<file path="src/rtl/sync_fifo_lvl.sv">
// Single-clock valid/ready FIFO with optional fall-through, occupancy level,
// almost-full/almost-empty flags, synchronous flush and a high-watermark register.
module sync_fifo_lvl #(
  parameter int DATA_WIDTH       = 32,
  parameter int BUFFER_DEPTH     = 8,
  parameter int FALL_THROUGH     = 0,
  parameter int AFULL_LVL        = BUFFER_DEPTH - 1,
  parameter int AEMPTY_LVL       = 1,
  parameter int LOG_BUFFER_DEPTH = $clog2(BUFFER_DEPTH)
) (
  input  logic                        clk_i,
  input  logic                        rst_i,
  input  logic                        flush_i,
  input  logic [DATA_WIDTH-1:0]       src_data_i,
  input  logic                        src_valid_i,
  output logic                        src_ready_o,
  output logic [DATA_WIDTH-1:0]       dst_data_o,
  output logic                        dst_valid_o,
  input  logic                        dst_ready_i,
  output logic [LOG_BUFFER_DEPTH:0]   level_o,
  output logic                        afull_o,
  output logic                        aempty_o,
  output logic [LOG_BUFFER_DEPTH:0]   peak_o,
  input  logic                        peak_clr_i
);

  localparam int PW = LOG_BUFFER_DEPTH + 1;
  localparam logic FT = (FALL_THROUGH != 0);

  logic [DATA_WIDTH-1:0]       mem_r [BUFFER_DEPTH];
  logic [PW-1:0]               wr_ptr_r;
  logic [PW-1:0]               rd_ptr_r;
  logic [PW-1:0]               level_r;
  logic [PW-1:0]               peak_r;
  logic [PW-1:0]               level_next_s;
  logic [LOG_BUFFER_DEPTH-1:0] wr_idx_s;
  logic [LOG_BUFFER_DEPTH-1:0] rd_idx_s;
  logic                        empty_s;
  logic                        full_s;
  logic                        push_s;
  logic                        pop_s;
  logic                        bypass_s;
  logic                        push_stored_s;
  logic                        pop_stored_s;

  assign wr_idx_s = wr_ptr_r[LOG_BUFFER_DEPTH-1:0];
  assign rd_idx_s = rd_ptr_r[LOG_BUFFER_DEPTH-1:0];
  assign empty_s  = (wr_ptr_r == rd_ptr_r);
  assign full_s   = (wr_idx_s == rd_idx_s) && (wr_ptr_r[PW-1] != rd_ptr_r[PW-1]);

  // Ready depends only on registered state and flush, never on dst_ready_i.
  assign src_ready_o = !full_s && !flush_i;

  // Head selection: an empty fall-through FIFO presents the source word directly.
  always_comb begin
    dst_valid_o = 1'b0;
    dst_data_o  = mem_r[rd_idx_s];
    if (flush_i) begin
      dst_valid_o = 1'b0;
    end else if (FT && empty_s) begin
      dst_valid_o = src_valid_i;
    end else begin
      dst_valid_o = !empty_s;
    end
    if (FT && empty_s) begin
      dst_data_o = src_data_i;
    end else begin
      dst_data_o = mem_r[rd_idx_s];
    end
  end

  assign push_s        = src_valid_i && src_ready_o;
  assign pop_s         = dst_valid_o && dst_ready_i;
  assign bypass_s      = FT && empty_s && push_s && pop_s;
  assign push_stored_s = push_s && !bypass_s;
  assign pop_stored_s  = pop_s && !empty_s;

  // Next occupancy; a flush empties the FIFO regardless of handshakes.
  always_comb begin
    level_next_s = level_r;
    if (flush_i) begin
      level_next_s = {PW{1'b0}};
    end else begin
      level_next_s = level_r + PW'(push_stored_s) - PW'(pop_stored_s);
    end
  end

  // Pointer, level and high-watermark state.
  always_ff @(posedge clk_i) begin
    if (rst_i) begin
      wr_ptr_r <= {PW{1'b0}};
      rd_ptr_r <= {PW{1'b0}};
      level_r  <= {PW{1'b0}};
      peak_r   <= {PW{1'b0}};
    end else begin
      if (flush_i) begin
        wr_ptr_r <= {PW{1'b0}};
        rd_ptr_r <= {PW{1'b0}};
      end else begin
        if (push_stored_s) wr_ptr_r <= wr_ptr_r + {{(PW-1){1'b0}}, 1'b1};
        if (pop_stored_s)  rd_ptr_r <= rd_ptr_r + {{(PW-1){1'b0}}, 1'b1};
      end
      level_r <= level_next_s;
      if (peak_clr_i) begin
        peak_r <= level_next_s;
      end else if (level_next_s > peak_r) begin
        peak_r <= level_next_s;
      end
    end
  end

  // Payload storage is intentionally not reset.
  always_ff @(posedge clk_i) begin
    if (!rst_i && push_stored_s) mem_r[wr_idx_s] <= src_data_i;
  end

  assign level_o  = level_r;
  assign peak_o   = peak_r;
  assign afull_o  = (level_r >= PW'(AFULL_LVL));
  assign aempty_o = (level_r <= PW'(AEMPTY_LVL));

  sync_fifo_lvl_chk u_chk (
    .clk       (clk_i),
    .rst       (rst_i),
    .push      (push_stored_s),
    .full      (full_s),
    .pop       (pop_stored_s),
    .dst_valid (dst_valid_o)
  );

endmodule

// Protocol checks: no write into a full FIFO, no read without a valid head.
module sync_fifo_lvl_chk (
  input logic clk,
  input logic rst,
  input logic push,
  input logic full,
  input logic pop,
  input logic dst_valid
);

  // Sampled on every edge outside reset.
  always @(posedge clk) begin
    if (!rst) begin
      assert (!(push && full));
      assert (!(pop && !dst_valid));
    end
  end

endmodule

</file>
<file path="config.mk">
export PLATFORM = sky130hd
export DESIGN_NAME = sync_fifo_lvl
export DESIGN_NICKNAME = d
export VERILOG_FILES = /design/src/rtl/sync_fifo_lvl.sv
export SDC_FILE = /design/constraint.sdc
export NUM_CORES = 1
export LEC_CHECK = 0
export CORE_MARGIN = 2
export CORE_UTILIZATION = 50
export DETAILED_ROUTE_END_ITERATION = 16
export PLACE_DENSITY = 0.78
export SYNTH_ARGS = -nofsm -noshare
export SYNTH_HDL_FRONTEND = slang
export SYNTH_SLANG_ARGS = --single-unit
</file>
<file path="constraint.sdc">
create_clock -name clk_i -period 4.1 [get_ports clk_i]
set_clock_uncertainty 0.1 [all_clocks]
set_input_delay 0.82 -clock clk_i [delete_from_list [all_inputs] [get_ports clk_i]]
set_output_delay 0.82 -clock clk_i [all_outputs]
set_load 0.05 [all_outputs]
</file>
Yosys cells after proc, flatten, opt, wreduce, memory -nomap -nowiden
Memory sizes are Yosys's and may differ from the RTL's. A register that Yosys moved wholly into a read port is not among the register bits.
Cells that the tools add are included.
{ "op_classes": {"addsub": 4, "n_lt_le_gt_ge": 3, "eq_ne": 3, "muxes": 8, "n_reduce_logical": 12} }
{ "ops": {"columns": ["cell", "n"], "rows": [
  ["4-bit two-way mux", 3],
  ["4-bit by 1-bit adder with 4-bit output, second input constant", 2],
  ["1-bit logical AND", 6],
  ["3-bit two-way mux", 2],
  ["4-bit by 1-bit adder with 4-bit output", 1],
  ["4-bit equality test", 1],
  ["4-bit by 3-bit greater-or-equal comparator with 1-bit output, second input constant", 1],
  ["4-bit > comparator", 1],
  ["4-bit by 1-bit less-or-equal comparator with 1-bit output, second input constant", 1],
  ["1-bit logical NOT", 4],
  ["4-bit by 1-bit subtractor with 4-bit output", 1],
  ["3-bit equality test", 1],
  ["1-bit two-way mux", 3],
  ["2-bit nonzero test", 1],
  ["2-bit OR reduction", 1],
  ["1-bit != test", 1]
]} }
{ "totals": {"register_bits": 16, "ramBits": 256, "inputBits": 38, "out_inout_bits": 44, "wordCells": 35, "n_memories": 1} }
{ "memory_table": {"columns": ["memory", "words", "word_bits", "read_ports", "rd_clocked_by_memory_dff", "wr", "line", "source"], "rows": [
  ["mem_r", 8, 32, 1, 1, 1, "30", "logic [DATA_WIDTH-1:0] mem_r [BUFFER_DEPTH];"]
]} }

Logic depth before layout (Yosys ltp)
Gate-level depths: netlist (run 1).
{ "logic_depth": {"depth_word": 11, "mapped_depth": 15, "mapped_depth_nobuf": 13} }

Least setup slack after synthesis (run 1)
OpenSTA, ideal clock, no wires.
{ "synth_path": {"path_kind": "input to register", "startpoint": "in flush_i", "endpoint": "mem mem_r[4][0], enable pin", "setup_ns": 0.461, "t_arrival_ns": 3.847, "t_required_ns": 3.539, "setup_slack_ns": -0.308, "stages": 7, "n_path_buf": 2, "cell_sequence": "clkbuf_1 -> nand2b_1 -> a41o_1 -> buf_6 -> nor2_1 -> nand2_1 -> nor3_1"} }
{ "synth_between": {"elab_chain_cells": 6} }
{ "synth_rtl": {"columns": ["item", "line", "source"], "rows": [
  ["from (decl)", "13", "input logic flush_i,"],
  ["1-bit logical NOT", "52", "assign src_ready_o = !full_s && !flush_i;"],
  ["1-bit logical AND", "52", null],
  ["1-bit logical AND", "72", "assign push_s = src_valid_i && src_ready_o;"],
  ["1-bit logical AND", "114", "if (!rst_i && push_stored_s) mem_r[wr_idx_s] <= src_data_i;"],
  ["1-bit two-way mux", "114", null],
  ["1-bit two-way mux (implied by the code)", "114", null],
  ["to (decl)", "30", null]
]} }
Every way passes these cells.

==> summary.txt, run 1 <==
Outcome
  • Outcome: complete, no violations

Floorplanning
  • # IOs: 82
  • DIE AREA: 0.0226 sq mm
  • Die W: roughly 150 microns
  • Initial Utilization: 0.508
  • Die height: between 150 and 200 microns
  • Core Rows: 53
  • CORE AREA: around 0.021 sq mm

Setup path
  • Critical path's slowest cell: clkdlybuf4s50_1
  • Worst R2R Path Depth: 14
  • R2R Setup Slk: 0.36 ns
  • Setup crit end: dst_data_o[12]
  • Worst path required time: around 3.2 ns
  • Worst path top cell family by delay: buffers and inverters
  • Crit-path max cell delay: ~0.7 ns
  • Reg-to-Reg End: peak_o[0]$_SDFFE_PP0P_
  • Startpoint types: flip-flop
  • Stages on worst setup path: 4
  • CP endpoint kind: output port
  • Critical-path maximum fanout: 24
  • CP arrival: just under 3 ns
  • Worst r2r src: wr_ptr_r[0]$_SDFFE_PP0P_
  • WP buf/inv: 2
  • Critical Path, Cell by Cell: buf_12 -> mux4_2 -> mux2_2 -> clkdlybuf4s50_1
  • Critical path class: flip-flop to output port

Drt
  • Via count: about 5200
  • DRT iter0 DRCs: 368
  • Routed Antenna Nets: 0
  • DRC: 0
  • First-pass DRT Iterations: 4
  • Routed len/inst: between 20 and 25 microns
  • Via density: between 5 and 6
  • Detailed Route WL: around 21000 microns

CTS
  • # H-tree levels: 1
  • Register clock-pin slew on the reported worst setup and hold paths: roughly 0.06 ns
  • Hold_buf cts: 0
  • Setup Fix Bufs, Post-CTS: 0
  • CTS Sinks: between 200 and 300
  • Longest Clk Path Bufs: 3
  • Clock Tree Root: clkbuf_16
  • Cts bufs inserted: 28
  • Post-cts sizing count: 0
  • Clock Latency Late Sink: between 0.5 and 0.6 ns
  • CTS tree: done

Timing
  • RSZ-0062 raised after global routing: false
  • Slew headroom: 0.603
  • Final setup viols: 0
  • Slew Viols, Final: 0
  • TNS Setup: 0 ns
  • Fraction of the cycle the final worst path needs: 0.952
  • Tmin final: approximately 3.9 ns
  • Slew @ Worst Pin: between 0.5 and 0.6 ns
  • Max frequency: ~260 MHz
  • Final Hold Viols: 0
  • Worst hold slack: between 0.4 and 0.5 ns

Final layout
  • Filler instances: about 1400
  • Nets: approximately 660
  • Layout cell share with drive strength beyond 1: 0.272
  • Finished Layout Cells: ~900
  • Final Instance Area: roughly 0.013 sq mm
  • Most frequent cells in the layout: edfxtp_1, clkdlybuf4s50_1, mux4_2, mux2_2, clkbuf_16
  • Most common cell after layout, fill and taps aside: edfxtp_1
  • Layout area overhead: 21.5%

Global routing
  • Vias in the first global route: 5531
  • Initial antenna violation count: 1
  • First-pass GRT wire length: 31700 microns
  • Overall Global Routing Usage: 0.188
  • Largest net degree at the start of global routing: 37
  • Grt ovf: 0

Logic synthesis
  • Top FF cell, synth: edfxtp_1
  • Sequential share of the synthesized area: 0.755
  • Syn Std Cell Area: approximately 0.011 sq mm
  • Post-Syn Nets: 552
  • Cells after Synth: around 500
  • Yosys warns: 0
  • Yosys reg bits: 275
  • Async set-reset flop share out of synthesis: 0
  • Netlist cell types: 33
  • EDFF count, synth: 256
  • Synthesized area per cell: around 21 sq um

Placement
  • Final RePlAce weighted congestion: 0.833
  • Placed insts: 856
  • DP Area: 0.0120 sq mm
  • Post-DP HPWL: approximately 12000 microns
  • I/O Buffers: 81

Power
  • Flop pwr share: 0.525
  • Combinational Power Share: 0.039
  • PwrDens: between 400 and 500 mW/mm^2
  • Switch share: 0.193
  • Cell Int Power: roughly 0.0047 W
  • Leak: 4.05 nW
  • Clk pwr share: 0.436
  • Switching Power: 0.00113 W
  • Peak VDD IR: slightly below 0.0003 V

Hold path
  • Type of the tightest min-delay check: flip-flop to flip-flop

Job
  • Max cap viols: 0
## through the flow
| step | power [W] | worst slack (ns) | utilization |
|---|---|---|---|
| global placement | 0.00336 | 0.0653 | 0.573 |
| global route | 0.00604 | 0.0485 | 0.617 |
| finish | 0.00588 | 0.198 | 0.617 |
| floorplan | 0.00326 | 0.270 | - |
| detailed placement | 0.00337 | -0.159 | 0.573 |
| CTS | 0.00593 | 0.116 | 0.617 |
## metal layers
metal	global-route usage	up-vias	part of all wire
met2	0.310	169	0.49
met3	0.0336	26	0.059
met4	0.0396	2	0.014
li1	-	2262	-
met5	0	-	0.00058
met1	0.269	2704	0.44
## layout make-up
cell class / count / area, sq um / area share
Inverter: 11 / 41.3 / 0.00318
Clock buffer: 37 / 734 / 0.0566
Clock inverter: 14 / 203 / 0.0156
Sequential cell: 275 / 8070 / 0.622
Timing Repair Buffer: 103 / 1050 / 0.0810
Tap cell: 275 / 344 / 0.0265
Antenna cell: 1 / 2.50 / 0.000193
Multi-Input combinational cell: 192 / 2520 / 0.195
## worst min-delay path, delay by kind of cell, from the launching register on
kind | cells | cell delay, ns
AOI/OAI and AO/OA | 1 | 0.05
and+or+nand+nor | 1 | 0.07
DFF | 1 | 0.34
## power by group through the flow
stage / clock network (W) / logic (W) / registers [W]
after global routing: 0.00272 / 0.000242 / 0.00309
after global placement: 0 / 0.000216 / 0.00314
after detailed placement: 0 / 0.000226 / 0.00315
after floorplan: 0 / 0.000107 / 0.00315
final: 0.00257 / 0.000227 / 0.00309
after CTS: 0.00261 / 0.000228 / 0.00309
## cells in the mapped netlist, types with 2 or more instances
master	number	area, sq um
nand4_1	2	12.5
inv_1	11	41.3
xor2_1	4	35.0
edfxtp_1	256	7690
mux4_2	64	1440
ha_1	11	138
mux2_2	32	360
a21oi_1	8	40.0
xnor2_1	8	70.1
nand3_1	4	20.0
buf_2	8	40.0
or2_2	2	12.5
mux2i_1	5	50.1
nor2b_1	2	12.5
nand2_1	6	22.5
dfxtp_1	19	380
nor2_1	27	101
nand2b_1	6	37.5
clkbuf_1	13	48.8
## how the worst min path moves through the flow
stage,endpoint,slack [ns],cells past startpoint,start
CTS,peak_o[0]$_SDFFE_PP0P_,0.41,2,peak_o[0]$_SDFFE_PP0P_
finish,peak_o[0]$_SDFFE_PP0P_,0.42,2,peak_o[0]$_SDFFE_PP0P_
global route,peak_o[0]$_SDFFE_PP0P_,0.44,2,peak_o[0]$_SDFFE_PP0P_
floorplan,wr_ptr_r[3]$_SDFFE_PP0P_,0.39,2,wr_ptr_r[3]$_SDFFE_PP0P_
global placement,peak_o[0]$_SDFFE_PP0P_,0.37,2,peak_o[0]$_SDFFE_PP0P_
detailed placement,peak_o[0]$_SDFFE_PP0P_,0.40,2,peak_o[0]$_SDFFE_PP0P_
## cells by family (layout without fill, tap and decap cells)
group / count (synthesis) / after routing / share of synthesized area
AO/OA/AOI/OAI: 13 / 13 / 0.00832
AND/OR/NAND/NOR: 54 / 54 / 0.0242
other: 0 / 1 / 0
adder cells (fa/ha/maj): 12 / 12 / 0.0148
flip-flops: 275 / 275 / 0.755
multiplexers: 101 / 101 / 0.173
XOR/XNOR: 12 / 12 / 0.00984
buffers and inverters: 35 / 165 / 0.0143
## state kept, by name (all words and copies together), names as in the netlist, named ones only
| signal | flops |
|---|---|
| level_o | 4 |
| wr_ptr_r | 4 |
| rd_ptr_r | 4 |
| peak_o | 4 |
| mem_r | 256 |
(Power assumes the default switching activity.)
==> run 2, diff against run 1 <==
--- a/config.mk
+++ b/config.mk
@@ -7,8 +7,10 @@
 export LEC_CHECK = 0
 export CORE_MARGIN = 2
 export CORE_UTILIZATION = 50
+export CTS_CLUSTER_SIZE = 30
 export DETAILED_ROUTE_END_ITERATION = 16
 export PLACE_DENSITY = 0.78
+export SLEW_MARGIN = 20
 export SYNTH_ARGS = -nofsm -noshare
 export SYNTH_HDL_FRONTEND = slang
 export SYNTH_SLANG_ARGS = --single-unit
==> results of run 2 <==
Final layout, timing and power as in run 1 (identical DEF).
